$ cat src/rtl/watch_pkg.sv
// Shared definitions for the watch set-mode control unit.
//   state_t        : set-mode FSM state encoding
//   FIELD_*        : field codes driven on o_field (display blink select)
//   *_CYC_DEF      : default cycle counts for a 100 MHz clock
//   field_of()     : state -> field code decode
//   next_mode()    : state sequence followed on each mode button press
package watch_pkg;

  typedef enum logic [1:0] {
    ST_RUN      = 2'd0,
    ST_SET_HOUR = 2'd1,
    ST_SET_MIN  = 2'd2,
    ST_SET_SEC  = 2'd3
  } state_t;

  localparam logic [1:0] FIELD_NONE = 2'd0;
  localparam logic [1:0] FIELD_SEC  = 2'd1;
  localparam logic [1:0] FIELD_MIN  = 2'd2;
  localparam logic [1:0] FIELD_HOUR = 2'd3;

  localparam int HOLD_CYC_DEF    = 50_000_000;
  localparam int REPEAT_CYC_DEF  = 10_000_000;
  localparam int TIMEOUT_CYC_DEF = 1_000_000_000;

  function automatic logic [1:0] field_of(input state_t s);
    case (s)
      ST_SET_HOUR: field_of = FIELD_HOUR;
      ST_SET_MIN:  field_of = FIELD_MIN;
      ST_SET_SEC:  field_of = FIELD_SEC;
      default:     field_of = FIELD_NONE;
    endcase
  endfunction

  function automatic state_t next_mode(input state_t s);
    case (s)
      ST_RUN:      next_mode = ST_SET_HOUR;
      ST_SET_HOUR: next_mode = ST_SET_MIN;
      ST_SET_MIN:  next_mode = ST_SET_SEC;
      default:     next_mode = ST_RUN;
    endcase
  endfunction

endpackage

$ cat src/rtl/btn_repeat_gen.sv
// Up-button pulse generator: one pulse on a fresh rising edge, then
// auto-repeat while the button stays held.
//   clk, p_rst : clock, synchronous active-high reset
//   enable     : high while the FSM is in a set state
//   clear      : drop any press in progress (mode change / timeout)
//   level      : debounced button level
//   o_pulse    : registered one-cycle increment request
module btn_repeat_gen
  import watch_pkg::*;
#(
  parameter int HOLD_CYC   = HOLD_CYC_DEF,
  parameter int REPEAT_CYC = REPEAT_CYC_DEF
) (
  input  logic clk,
  input  logic p_rst,
  input  logic enable,
  input  logic clear,
  input  logic level,
  output logic o_pulse
);

  localparam int HW = $clog2(HOLD_CYC + 1);
  localparam int RW = $clog2(REPEAT_CYC + 1);
  localparam logic [HW-1:0] HOLD_MAX = HW'(HOLD_CYC);
  localparam logic [RW-1:0] REP_LAST = RW'(REPEAT_CYC - 1);

  logic          level_q;
  // 'active' is set only by a rising edge seen while enabled, so a button
  // that was already held across a mode change or reset stays inert until
  // it is released and pressed again.
  logic          active;
  logic [HW-1:0] hold_cnt;
  logic [RW-1:0] rep_cnt;

  always_ff @(posedge clk) begin
    if (p_rst) begin
      level_q  <= 1'b0;
      active   <= 1'b0;
      hold_cnt <= '0;
      rep_cnt  <= '0;
      o_pulse  <= 1'b0;
    end else begin
      level_q <= level;
      o_pulse <= 1'b0;
      if (!enable || clear || !level) begin
        active   <= 1'b0;
        hold_cnt <= '0;
        rep_cnt  <= '0;
      end else if (!level_q) begin
        active   <= 1'b1;
        hold_cnt <= HW'(1);
        o_pulse  <= 1'b1;
      end else if (active) begin
        // Hold counter saturates at HOLD_CYC; from then on the repeat
        // counter cycles 0..REPEAT_CYC-1 and fires on each return to 0.
        if (hold_cnt != HOLD_MAX) begin
          hold_cnt <= hold_cnt + HW'(1);
        end else begin
          if (rep_cnt == '0) o_pulse <= 1'b1;
          rep_cnt <= (rep_cnt == REP_LAST) ? '0 : rep_cnt + RW'(1);
        end
      end
    end
  end

endmodule

$ cat src/rtl/watch_set_cu.sv
// Watch set-mode control unit.
// Mode button steps RUN -> SET_HOUR -> SET_MIN -> SET_SEC -> RUN; the up
// button yields single-cycle increment pulses for the field being set,
// with auto-repeat while held.
//   clk, p_rst           : clock, synchronous active-high reset
//   i_btn_mode           : mode press, one-cycle pulse
//   i_btn_up             : up button level
//   o_inc_sec/min/hour   : one-cycle increment pulses to the datapath
//   o_field              : 0 none, 1 sec, 2 min, 3 hour
//   o_setting            : high in any set state
// Optional: define WATCH_SET_TIMEOUT_EN to leave set mode after
// TIMEOUT_CYC cycles without button activity.
module watch_set_cu
  import watch_pkg::*;
#(
  parameter int HOLD_CYC    = HOLD_CYC_DEF,
  parameter int REPEAT_CYC  = REPEAT_CYC_DEF,
  parameter int TIMEOUT_CYC = TIMEOUT_CYC_DEF
) (
  input  logic       clk,
  input  logic       p_rst,
  input  logic       i_btn_mode,
  input  logic       i_btn_up,
  output logic       o_inc_sec,
  output logic       o_inc_min,
  output logic       o_inc_hour,
  output logic [1:0] o_field,
  output logic       o_setting
);

  state_t state_q;
  state_t state_d;
  logic   tmo_hit;
  logic   rep_clear;
  logic   rep_enable;
  logic   up_pulse;

`ifdef WATCH_SET_TIMEOUT_EN
  localparam int TW = $clog2(TIMEOUT_CYC + 1);
  localparam logic [TW-1:0] TMO_LAST = TW'(TIMEOUT_CYC - 1);

  logic [TW-1:0] tmo_cnt;

  always_comb begin
    tmo_hit = (state_q != ST_RUN) && !i_btn_mode && !i_btn_up &&
              (tmo_cnt == TMO_LAST);
  end

  always_ff @(posedge clk) begin
    if (p_rst) begin
      tmo_cnt <= '0;
    end else if (state_q == ST_RUN || i_btn_mode || i_btn_up || tmo_hit) begin
      tmo_cnt <= '0;
    end else begin
      tmo_cnt <= tmo_cnt + TW'(1);
    end
  end
`else
  // Timeout parameter has no effect in this build.
  logic tmo_unused;
  assign tmo_unused = (TIMEOUT_CYC == 0);
  assign tmo_hit    = 1'b0;
`endif

  // Mode press takes priority over the timeout and over any up-button edge.
  always_comb begin
    state_d = state_q;
    if (i_btn_mode)   state_d = next_mode(state_q);
    else if (tmo_hit) state_d = ST_RUN;
  end

  always_ff @(posedge clk) begin
    if (p_rst) begin
      state_q   <= ST_RUN;
      o_field   <= FIELD_NONE;
      o_setting <= 1'b0;
    end else begin
      state_q   <= state_d;
      o_field   <= field_of(state_d);
      o_setting <= (state_d != ST_RUN);
    end
  end

  assign rep_enable = (state_q != ST_RUN);
  assign rep_clear  = i_btn_mode | tmo_hit;

  btn_repeat_gen #(
    .HOLD_CYC   (HOLD_CYC),
    .REPEAT_CYC (REPEAT_CYC)
  ) u_rep (
    .clk     (clk),
    .p_rst   (p_rst),
    .enable  (rep_enable),
    .clear   (rep_clear),
    .level   (i_btn_up),
    .o_pulse (up_pulse)
  );

  // The pulse register and o_field both reflect the state at the cycle the
  // pulse was decided; a state change in that cycle already cleared it.
  assign o_inc_hour = up_pulse & (o_field == FIELD_HOUR);
  assign o_inc_min  = up_pulse & (o_field == FIELD_MIN);
  assign o_inc_sec  = up_pulse & (o_field == FIELD_SEC);

endmodule

$ cat config.mk
export PLATFORM = sky130hd
export DESIGN_NAME = watch_set_cu
export DESIGN_NICKNAME = d
export VERILOG_FILES = /design/src/rtl/watch_pkg.sv /design/src/rtl/btn_repeat_gen.sv /design/src/rtl/watch_set_cu.sv
export SDC_FILE = /design/constraint.sdc
export NUM_CORES = 1
export LEC_CHECK = 0
export ABC_AREA = 1
export BUFFER_PORTS_ARGS = -buffer_cell sky130_fd_sc_hd__buf_2
export CORE_ASPECT_RATIO = 0.75
export CORE_MARGIN = 2
export CORE_UTILIZATION = 30
export DETAILED_ROUTE_END_ITERATION = 16
export GPL_TIMING_DRIVEN = 1
export PLACE_DENSITY = 0.42
export SYNTH_ARGS = -nofsm -noshare
export SYNTH_HDL_FRONTEND = slang
export SYNTH_SLANG_ARGS = --single-unit
$ cat constraint.sdc
create_clock -name clk -period 1.75 [get_ports clk]
set_input_delay 0.2625 -clock clk [delete_from_list [all_inputs] [get_ports clk]]
set_output_delay 0.2625 -clock clk [all_outputs]
set_load 0.1 [all_outputs]
Word level (Yosys, flattened, before mapping)
Index checks and enable logic that the tools add are counted.
{"block": "word_totals", "reg_bits": 58, "word_cells": 52}
{"block": "op_classes", "add_sub_neg": 2, "mux": 11, "n_eq_ne": 12, "n_bitwise": 5, "n_reduce_logical": 13}
{"operator": "adder 26 x 1 -> 26 bit, second input constant", "n": 1}
{"operator": "!= test 26 bit, second input constant", "n": 1}
{"operator": "adder 24 x 1 -> 24 bit, second input constant", "n": 1}
{"operator": "equality test 24 bit, second input constant", "n": 1}
{"operator": "zero test 24 bit", "n": 1}
{"operator": "two-way mux 24 bit", "n": 1}
{"operator": "case mux 2 bit (3 select lines)", "n": 2}
{"operator": "equality test 2 bit, second input constant", "n": 5}
{"operator": "two-way mux 1 bit", "n": 7}
{"operator": "equality test 2 x 1 -> 1 bit, second input constant", "n": 3}
{"operator": "!= test 2 bit, second input constant", "n": 2}
{"operator": "AND reduction 2 bit", "n": 2}
{"operator": "nonzero test 2 bit", "n": 2}
{"operator": "bitwise AND 1 bit", "n": 3}
{"operator": "AND reduction 3 bit", "n": 1}
{"operator": "OR reduction 3 bit", "n": 1}
{"operator": "zero test 1 bit", "n": 2}
{"operator": "zero test 2 bit", "n": 1}
{"operator": "logical OR 1 bit", "n": 2}
{"operator": "two-way mux 2 bit", "n": 1}
{"operator": "NOT 1 bit", "n": 2}
{"operator": "OR reduction 2 bit", "n": 1}

Logic depth before layout (Yosys ltp)
Gate-level depths: netlist (run 1).
{"block": "depth", "ltp_word": 5, "ltp_mapped": 12}

Cells and area by module
Synthesis (run 1) repeated with hierarchy kept, for this count alone.
{"block": "unflattened", "cells_unflattened": 641, "hier_area_um2": 3773.6}
{"module": "btn_repeat_gen", "cells_per_inst": 613, "area_each_um2": 3549.7, "instances": 1, "seq_area_each_um2": 1061.0}
{"module": "watch_set_cu", "cells_per_inst": 28, "area_each_um2": 224.0, "instances": 1, "seq_area_each_um2": 80.1}

Least setup slack after synthesis (run 1)
No wires, ideal clock.
{"block": "synth_timing", "path_type": "register to output", "start": "reg o_field[1]", "end": "out o_inc_hour", "path_slack_ns": -1.704, "arrival_ns": 3.192, "path_stages_with_launch": 3, "required_time_ns": 1.487, "cell_sequence": "dfxtp_1 -> inv_1 -> nor3_1"}
{"block": "synth_between", "elab_chain_cells": 2}
{"element": "start, declared", "line": "watch_set_cu.sv:27", "source": "output logic [1:0] o_field,"}
{"element": "start signal, assigned", "line": "watch_set_cu.sv:79", "source": "o_field <= field_of(state_d);"}
{"element": "equality test 2 bit", "line": "watch_set_cu.sv:101", "source": "assign o_inc_hour = up_pulse & (o_field == FIELD_HOUR);"}
{"element": "bitwise AND 1 bit", "line": "watch_set_cu.sv:101"}
{"element": "end, declared", "line": "watch_set_cu.sv:26", "source": "output logic o_inc_hour,"}
No other way between the ends.

Worst setup path in the final report (run 1)
{"block": "layout_timing", "start": "reg u_rep.hold_cnt[1]", "end": "reg u_rep.hold_cnt[22]"}
{"block": "layout_between", "elab_chain_cells": 2, "elab_cells_between_ends": 3, "classes_between": "1 x add/sub; 1 x eq/ne; 1 x reduce/logical"}
{"element": "start, declared", "line": "btn_repeat_gen.sv:32", "source": "logic [HW-1:0] hold_cnt;"}
{"element": "start signal, assigned", "line": "btn_repeat_gen.sv:57", "source": "hold_cnt <= hold_cnt + HW'(1);"}
{"element": "parallel branches: the longest is 2 deep, another holds adder 26 x 1 -> 26 bit"}
Parallel ways; which one is timed is not known.
A chain may end at the register's enable or synchronous reset.

==> results of run 1 <==
==> registers in the layout, summed over array words and instances (netlist names) <==
name            count
u_rep.hold_cnt     26
u_rep.o_pulse       1
u_rep.level_q       1
u_rep.active        1
o_field             2
u_rep.rep_cnt      24
state_q             1
o_setting           1
==> final timing paths <==
check / startpoint / endpoint / slack [ps]
worst max-delay path: u_rep.hold_cnt[1] / u_rep.hold_cnt[22] / 110
worst min-delay path: p_rst / o_field[1] / 140
worst max register to register: u_rep.hold_cnt[1] / u_rep.hold_cnt[22] / 110
worst min register to register: u_rep.rep_cnt[0] / u_rep.rep_cnt[0] / 490
==> final cells by class <==
cell class	count	area, um2
timing repair buffer	58	515.5
clock inverter	4	51.30
inverter	78	296.5
multi-input combinational	479	2389
clock buffer	12	256.5
sequential	57	1149
tap	166	207.7
fill	1354	7441
==> power by group through the flow <==
stage	combinational, mW	clock [mW]	sequential, mW
floorplan	0.0843	0	1.40
global placement	0.169	0	1.35
detailed placement	0.171	0	1.35
CTS	0.173	1.89	1.33
global route	0.195	1.93	1.33
finish	0.179	1.83	1.33
==> cell families after synthesis <==
family / share of synthesized area
xor gates and xnor gates: 0.03005
DFF: 0.3012
AOI/OAI and AO/OA: 0.07034
adders and majority gates: 0.02312
buffers and inverters: 0.1001
and+or+nand+nor: 0.4752
==> layer usage <==
| metal | wire length, um | global-route usage | vias to the layer above | part of all wire |
|---|---|---|---|---|
| met5 | 0 | 0 | - | 0 |
| met4 | 125 | 0.05319 | 0 | 0.010 |
| met3 | 872 | 0.04354 | 12 | 0.073 |
| met2 | 4496 | 0.2422 | 108 | 0.37 |
| met1 | 6526 | 0.2917 | 1855 | 0.54 |
| li1 | - | - | 2072 | - |
==> Yosys cell counts (2+ instances only) <==
| library cell | instances |
|---|---|
| a21oi_1 | 26 |
| buf_2 | 3 |
| buf_6 | 5 |
| clkbuf_1 | 2 |
| dfxtp_1 | 57 |
| ha_1 | 7 |
| inv_1 | 77 |
| nand2_1 | 190 |
| nand2_2 | 4 |
| nand3_1 | 29 |
| nand3_2 | 4 |
| nand3b_1 | 8 |
| nand4_1 | 15 |
| nor2_1 | 128 |
| nor2_2 | 5 |
| nor2_4 | 4 |
| nor3_1 | 16 |
| nor4_1 | 3 |
| o21ai_0 | 10 |
| o21ai_1 | 4 |
| o21ai_2 | 3 |
| o21bai_1 | 3 |
| xnor2_1 | 3 |
| xor2_1 | 10 |
==> stage by stage <==
stage,setup TNS (ps),utilization,setup WS [ps]
CTS,0,0.3833,1.883
global route,-32.19,0.3953,-16.66
finish,0,0.3953,106.4
global placement,0,0.3564,18.78
floorplan,0,-,20.21
detailed placement,0,0.3564,24.31
==> what timing repair did <==
item                                    4_1_cts  5_1_grt
endpoints found under the setup margin        1       47
cloned                                        0        2
setup buffers                                 1        1
gates resized for setup                       1       31
pin swaps                                     0        4
==> layout by cell type, fill, tap and decap left out, drive strengths merged <==
cell      count
o21bai        4
nor3         16
xnor2         3
a21oi        26
xor2         10
dfxtp        57
ha            7
nand2       195
nor2        138
clkinvlp      2
nand3b        8
clkbuf       14
and2          1
nor4          3
o21ai        17
o22ai         1
buf          56
clkinv        2
bufinv        1
inv          77
nand4        16
nand3        34
==> results.py, run 1 <==
metrics = {
    "status": {
        "status": "finished, final reports clean",
    },
    "pwr": {
        "peakVddDrop_mv": 0.4449,
        "p_leak_nw": 1.884,
        "power_mw": 3.332,
        "power.density_nw_per_um2": 685.0,
        "combPwrFrac": 0.054,
        "switching_power_mw": 0.7953,
        "p_sw_frac": 0.2387,
        "cell_internal_pwr_mw": 2.537,
        "power_frac_seq": 0.398,
        "pwr-share-clk": 0.548,
    },
    "place": {
        "dpl_cell_area_um2": 4385,
        "place_inst": 834,
        "dp_hpwl_um": 8977,
        "gp_congestion": 0.8470,
        "portBuffers": 9,
    },
    "final_layout": {
        "drive_gt1_frac": 0.1831,
        "nNetsFinal": 694,
        "final_cell_area_um2": 4865,
        "area_growth_pct": 28.40,
        "n_antenna_cell": 0,
        "final_cells": 854,
    },
    "sta": {
        "period_minus_slack_ps": 1644,
        "final_hold_viol_count": 0,
        "finClkSkew_ps": 7.831,
        "hold_ws_ps": 135.3,
        "max-slew-margin-rel": 0.6748,
        "setup_viol": 0,
        "fmax_mhz": 608.4,
        "final_max_slew_viol_count": 0,
        "worst_slew_pin_slew_ps": 491.1,
        "timing.final.crit_share": 0.9392,
    },
    "drt": {
        "wl_per_cell_um": 14.07,
        "wirelength_um": 12020,
        "dr.pass1.iters": 5,
        "ant_nets": 0,
        "via_per_inst": 4.739,
        "drc_errors": 0,
        "vias": 4047,
        "drt_iter0_markers": 409,
    },
    "clocking": {
        "clk_pin_slew_ps": 50,
        "cts_tree": "yes",
        "cts_root_buf": "clkbuf_16",
        "cts_hold_buffers": 0,
        "h-tree-depth": 3,
        "clk_latency_ps": 330,
        "cts_made_buffers": 9,
        "clock_path_buffers": 2,
        "cts_num_sinks": 57,
    },
    "logic_synthesis": {
        "synth.top_cell.area_share": 0.3012,
        "syn-num-nets": 636,
        "async_reset_ff_frac": 0,
        "synth_edf_count": 0,
        "syn-cell-area_um2": 3789,
        "ys.flop_type": "dfxtp_1",
        "synthTopCellsByArea": "dfxtp_1 (30%), nand2_1 (19%), nor2_1 (13%), inv_1 (7.6%), nand3_1 (3.8%)",
        "yosys.area.top_type": "dfxtp_1",
        "syn_inst": 625,
        "synth_seq_cells": 57,
        "synth_cell_types": 33,
        "ys_seq_area_frac": 0.3012,
        "avgSynthCellArea_um2": 6.062,
        "ys_warn_count": 0,
    },
    "critical_path": {
        "required_ps": 2010,
        "arrival_ps": 1910,
        "path_cells": "ha_1 -> nand3_1 -> nor2_1 -> and2_1 -> nand4_1 -> nand2_1 -> inv_1 -> nor2_1",
        "worstSetupPathType": "flip-flop to flip-flop",
        "critPathMaxStageDelay_ps": 370,
        "critPathTopFamily": "simple AND/OR/NAND/NOR gates",
        "ff2ff_path_depth": 8,
        "crit_top_cell": "nor2_1",
        "end_kind": "flip-flop",
        "startpoint_type": "flip-flop",
        "crit_fanout": 4,
        "cpMaxStageDelayCell": "dfxtp_1",
        "path_buf_inv": 1,
        "path_depth": 8,
    },
    "flow_run": {
        "maxCapViolations": 0,
    },
    "floorplanning": {
        "chipHeight_um": 101.3,
        "die_area_um2": 13550,
        "pin_count": 10,
        "coreArea_um2": 12310,
        "initial_utilization": 0.3079,
        "die-width_um": 133.8,
        "rows": 35,
    },
    "global_route": {
        "grt_usage": 0.1849,
        "grt_max_degree": 24,
        "antenna_found_initial": 0,
        "grt_pass1_wl_um": 19260,
        "grt_pass1_vias": 3681,
        "grt.overflow.total": 0,
    },
    "worst_hold_path": {
        "hold_class": "input port to flip-flop",
        "min_path_cells": 2,
    },
}
No activity file was read; power rests on OpenSTA's default activity.
==> run 2, diff against run 1 <==
--- a/config.mk
+++ b/config.mk
@@ -6,13 +6,15 @@
 export NUM_CORES = 1
 export LEC_CHECK = 0
 export ABC_AREA = 1
-export BUFFER_PORTS_ARGS = -buffer_cell sky130_fd_sc_hd__buf_2
+export ABC_CLOCK_PERIOD_IN_PS = 1750
 export CORE_ASPECT_RATIO = 0.75
 export CORE_MARGIN = 2
 export CORE_UTILIZATION = 30
 export DETAILED_ROUTE_END_ITERATION = 16
+export DONT_BUFFER_PORTS = 1
 export GPL_TIMING_DRIVEN = 1
 export PLACE_DENSITY = 0.42
+export RECOVER_POWER = 25
 export SYNTH_ARGS = -nofsm -noshare
 export SYNTH_HDL_FRONTEND = slang
 export SYNTH_SLANG_ARGS = --single-unit
==> run 2 against run 1 <==
Compared with the run above: die area is the same; global-route usage shrank 0.48 points; setup slack lost 46 ps; clock skew shrank 1.0 ps; register-to-register slack gained 20 ps; via count shrank 3.7%; count of clock-buffer cells in the layout grew 2; hold slack lost 98 ps; utilization shrank 0.48 points; final area shrank 1.2%; critical path type is now flip-flop to primary output; highest routed layer unchanged.
==> results.py, run 2 (synthesis gave the netlist of run 1 again) <==
metrics = {
    "place": {
        "place_inst": 822,
        "portBuffers": 0,
        "dp_hpwl_um": 8746,
        "gp_congestion": 0.8924,
    },
    "clocking": {
        "clk_latency_ps": 330,
        "clk_pin_slew_ps": 50,
        "clock_path_buffers": 2,
        "cts_tree": "yes",
        "cts_made_buffers": 9,
        "cts_root_buf": "clkbuf_16",
        "h-tree-depth": 3,
        "cts_num_sinks": 57,
    },
    "status": {
        "status": "finished, final reports clean",
    },
    "floorplanning": {
        "die-width_um": 133.8,
        "pin_count": 10,
        "die_area_um2": 13550,
        "initial_utilization": 0.3079,
        "chipHeight_um": 101.3,
        "rows": 35,
        "coreArea_um2": 12310,
    },
    "critical_path": {
        "path_cells": "inv_2 -> nor3_4 -> buf_12",
        "end_kind": "primary output",
        "critPathMaxStageDelay_ps": 550,
        "startpoint_type": "flip-flop",
        "arrival_ps": 1430,
        "worstSetupPathType": "flip-flop to primary output",
        "required_ps": 1490,
        "crit_fanout": 3,
        "cpMaxStageDelayCell": "dfxtp_4",
    },
    "drt": {
        "vias": 3896,
        "ant_nets": 0,
        "drt_iter0_markers": 249,
        "dr.pass1.iters": 5,
        "drc_errors": 0,
        "via_per_inst": 4.594,
        "wirelength_um": 11590,
        "wl_per_cell_um": 13.66,
    },
    "pwr": {
        "combPwrFrac": 0.042,
        "p_leak_nw": 1.840,
        "peakVddDrop_mv": 0.4224,
        "pwr-share-clk": 0.552,
        "cell_internal_pwr_mw": 2.568,
        "p_sw_frac": 0.2313,
        "power_frac_seq": 0.405,
        "switching_power_mw": 0.7726,
        "power.density_nw_per_um2": 695.1,
    },
    "global_route": {
        "grt_max_degree": 24,
        "grt_pass1_wl_um": 18770,
        "grt_usage": 0.1801,
        "antenna_found_initial": 0,
        "grt.overflow.total": 0,
        "grt_pass1_vias": 3624,
    },
    "sta": {
        "timing.final.crit_share": 0.9656,
        "finClkSkew_ps": 6.830,
        "period_minus_slack_ps": 1690,
        "final_hold_viol_count": 0,
        "final_max_slew_viol_count": 0,
        "max-slew-margin-rel": 0.6411,
        "hold_ws_ps": 37.33,
        "fmax_mhz": 591.8,
        "worst_slew_pin_slew_ps": 540.7,
        "finalSetupTns_ps": 0,
        "setup_viol": 0,
    },
    "final_layout": {
        "top_regs": "u_rep.hold_cnt: 26 flops, u_rep.rep_cnt: 24 flops, o_field: 2 flops",
        "final_common_cell": "nand2_1",
        "nNetsFinal": 688,
        "n_antenna_cell": 0,
        "drive_gt1_frac": 0.1716,
        "largest_reg_flops": 26,
        "layout_common_cells": "nand2_1 (190), nor2_1 (119), inv_1 (71)",
        "top_register": "u_rep.hold_cnt",
        "finish.utilization": 0.3905,
        "area_growth_pct": 26.85,
        "final_cells": 848,
    },
    "worst_hold_path": {
        "hold_class": "input port to flip-flop",
    },
    "flow_run": {
        "maxCapViolations": 0,
    },
}
==> run 2: layout make-up <==
cell class / instances / area, um2
multi-input cells: 480 / 2405
well taps: 166 / 207.7
clock buffers: 14 / 274.0
inverters: 78 / 300.3
repair buffers: 51 / 436.7
fillers: 1341 / 7500
clock inverters: 2 / 35.03
flip-flops and latches: 57 / 1147
==> run 2: worst max-delay path: cells and delay by family (launching register included) <==
kind	cells	cell delay, ps
flip-flops	1	550
buffers and inverters	2	310
AND/OR/NAND/NOR	1	230
==> run 2: power groups by stage <==
stage                     combinational (mW)  clock, mW  sequential [mW]
after floorplan                       0.0843          0             1.40
after detailed placement               0.135          0             1.38
after global routing                   0.155       1.94             1.36
final                                  0.142       1.84             1.35
after CTS                              0.139       1.89             1.35
after global placement                 0.135          0             1.38
==> run 2: routing by layer <==
metal  GRT usage  part of all wire  vias up
li1            -                 -     2067
met1      0.2837              0.59     1746
met2      0.2414              0.36       76
met3     0.04104             0.040        7
met4     0.04419            0.0079        0
met5           0                 0        -
==> run 2: path summary, 6_finish.rpt <==
kind | from | to | slack, ps | cells past startpoint
hold reg to reg | u_rep.rep_cnt[0] | u_rep.rep_cnt[0] | 480 | 2
setup / recovery | o_field[1] | o_inc_min | 60 | 3
setup reg to reg | u_rep.rep_cnt[0] | u_rep.rep_cnt[12] | 130 | 10
hold / removal | p_rst | u_rep.level_q | 40 | 1
==> run 2: what timing repair did <==
item | CTS | global route
gates cloned | 0 | 1
gates resized for setup | 1 | 32
hold buffers | 1 | 0
endpoints found under the setup margin | 10 | 49
pin swaps | 0 | 7
setup buffers | 0 | 8
endpoints found under the hold margin | 4 | 0
==> run 2: metrics by stage <==
step | setup slack (ps) | cell area (um2) | power, mW
2_1_floorplan | 20.21 | 3826 | 1.482
3_3_place_gp | 2.743 | 4325 | 1.516
3_5_place_dp | -20.94 | 4325 | 1.516
4_1_cts | 16.17 | 4649 | 3.386
5_1_grt | -2.730 | 4806 | 3.453
6_report | 60.12 | 4806 | 3.340
==> run 3, diff against run 2 <==
--- a/config.mk
+++ b/config.mk
@@ -13,7 +13,7 @@
 export DETAILED_ROUTE_END_ITERATION = 16
 export DONT_BUFFER_PORTS = 1
 export GPL_TIMING_DRIVEN = 1
-export PLACE_DENSITY = 0.42
+export PLACE_DENSITY = 0.54
 export RECOVER_POWER = 25
 export SYNTH_ARGS = -nofsm -noshare
 export SYNTH_HDL_FRONTEND = slang
==> run 3 against run 2 <==
Compared with the run above: flip-flop and latch count is the same; fmax is essentially flat; via count grew 1.6%; critical path type unchanged.
==> results.py, run 3 (synthesis gave the netlist of run 1 again) <==
metrics = {
    "global_route": {
        "grt_pass1_wl_um": 17830,
        "grt_usage": 0.1650,
        "grt_pass1_vias": 3622,
        "grt.overflow.total": 0,
        "antenna_found_initial": 0,
        "grt_max_degree": 24,
    },
    "floorplanning": {
        "initial_utilization": 0.3079,
        "rows": 35,
        "chipHeight_um": 101.3,
        "pin_count": 10,
        "die_area_um2": 13550,
        "die-width_um": 133.8,
        "coreArea_um2": 12310,
    },
    "drt": {
        "dr.pass1.iters": 4,
        "vias": 3960,
        "drc_errors": 0,
        "ant_nets": 0,
        "via_per_inst": 4.720,
        "wirelength_um": 10800,
        "drt_iter0_markers": 281,
        "wl_per_cell_um": 12.87,
    },
    "sta": {
        "worst_slew_pin_slew_ps": 569.8,
        "timing.final.crit_share": 0.9653,
        "fmax_mhz": 592.0,
        "period_minus_slack_ps": 1689,
        "finClkSkew_ps": 6.698,
        "setup_viol": 0,
        "final_hold_viol_count": 0,
        "final_max_slew_viol_count": 0,
        "hold_ws_ps": 28.67,
        "max-slew-margin-rel": 0.6197,
    },
    "pwr": {
        "power.density_nw_per_um2": 730.3,
        "p_leak_nw": 1.802,
        "peakVddDrop_mv": 0.5584,
    },
    "place": {
        "dp_hpwl_um": 8054,
        "place_inst": 820,
        "gp_congestion": 0.9296,
        "portBuffers": 0,
    },
    "flow_run": {
        "maxCapViolations": 0,
    },
    "final_layout": {
        "drive_gt1_frac": 0.1441,
        "nNetsFinal": 680,
        "final_common_cell": "nand2_1",
        "top_regs": "u_rep.hold_cnt: 26 flops, u_rep.rep_cnt: 24 flops, o_field: 2 flops",
        "area_growth_pct": 24.83,
        "seq_area_um2": 1146,
        "n_antenna_cell": 0,
        "multi_input_area_um2": 2355,
        "final_cells": 839,
        "layout_common_cells": "nand2_1 (190), nor2_1 (124), inv_1 (73)",
        "top_register": "u_rep.hold_cnt",
        "num-fill-cells": 1313,
        "largest_reg_flops": 26,
    },
    "critical_path": {
        "crit_fanout": 3,
        "cpMaxStageDelayCell": "dfxtp_4",
        "startpoint_type": "flip-flop",
        "end_kind": "primary output",
        "r2r_slack_ps": 80,
        "critPathMaxStageDelay_ps": 550,
        "path_cells": "inv_2 -> nor3_4 -> buf_12",
        "critPathTopFamily": "flip-flops",
        "path_buf_inv": 2,
        "required_ps": 1490,
        "worstSetupPathType": "flip-flop to primary output",
        "arrival_ps": 1430,
    },
    "worst_hold_path": {
        "hold_class": "input port to flip-flop",
    },
    "status": {
        "status": "finished, final reports clean",
    },
    "clocking": {
        "clk_pin_slew_ps": 50,
        "cts_root_buf": "clkbuf_16",
        "cts_made_buffers": 9,
        "h-tree-depth": 3,
        "clk_latency_ps": 320,
        "cts_tree": "yes",
        "clock_path_buffers": 2,
        "cts_num_sinks": 57,
    },
}
[run 3: cell types whose count changed in the layout (fill, tap and decap cells not counted), sizes merged]
cell and change:
clkbuf +1, bufinv +1, nor2 -1, inv +1
clkinvlp -1, buf -9, clkinv -1
[run 3: power by group]
| group | internal, mW | switching [mW] | leakage (nW) |
|---|---|---|---|
| sequential | 1.31 | 0.0393 | 0.462 |
| clock | 1.36 | 0.608 | 0.162 |
| combinational | 0.0369 | 0.100 | 1.18 |
| total | 2.71 | 0.748 | 1.80 |
[run 3: layout make-up]
cell class | count | area share
repair buffers | 44 | 0.08333
inverters | 78 | 0.06270
well taps | 166 | 0.04392
flip-flops and latches | 57 | 0.2423
multi-input cells | 479 | 0.4979
clock buffers | 13 | 0.05714
clock inverters | 2 | 0.01270
[run 3: worst reg2reg max path, delay by kind of cell, from the launching register on]
family	cells	cell delay, ps
simple gates	6	700
compound gates	1	90
fa+ha+maj	1	200
flops	1	330
buf+inv	3	300
[run 3: what timing repair did]
item,CTS,global route
gates resized for setup,0,18
endpoints found under the hold margin,4,0
setup buffers,0,2
hold buffers,1,0
endpoints found under the setup margin,0,30
[run 3: path summary, 6_finish.rpt]
| check | cells after the start | to | start |
|---|---|---|---|
| max | 3 | o_inc_hour | o_field[1] |
| min | 1 | u_rep.level_q | p_rst |
| max reg2reg | 11 | u_rep.rep_cnt[6] | u_rep.hold_cnt[0] |
| min reg2reg | 2 | u_rep.rep_cnt[8] | u_rep.rep_cnt[8] |
[run 3: through the flow]
step	worst slack (ps)	TNS (ps)	util	cell area, um2	total power [mW]
after CTS	40.23	0	0.3779	4651	3.498
after floorplan	20.21	0	-	3826	1.482
after global routing	-38.85	-161.4	0.3843	4730	3.552
final	60.69	0	0.3843	4730	3.454
after detailed placement	56.68	0	0.3503	4310	1.514
after global placement	102.6	0	0.3503	4310	1.513
[run 3: routing by layer]
layer / global-route usage / vias to the layer above / part of all wire
met5: 0 / - / 0
li1: - / 2048 / -
met1: 0.2478 / 1784 / 0.53
met3: 0.03103 / 10 / 0.062
met4: 0.05319 / 0 / 0.012
met2: 0.2355 / 118 / 0.40
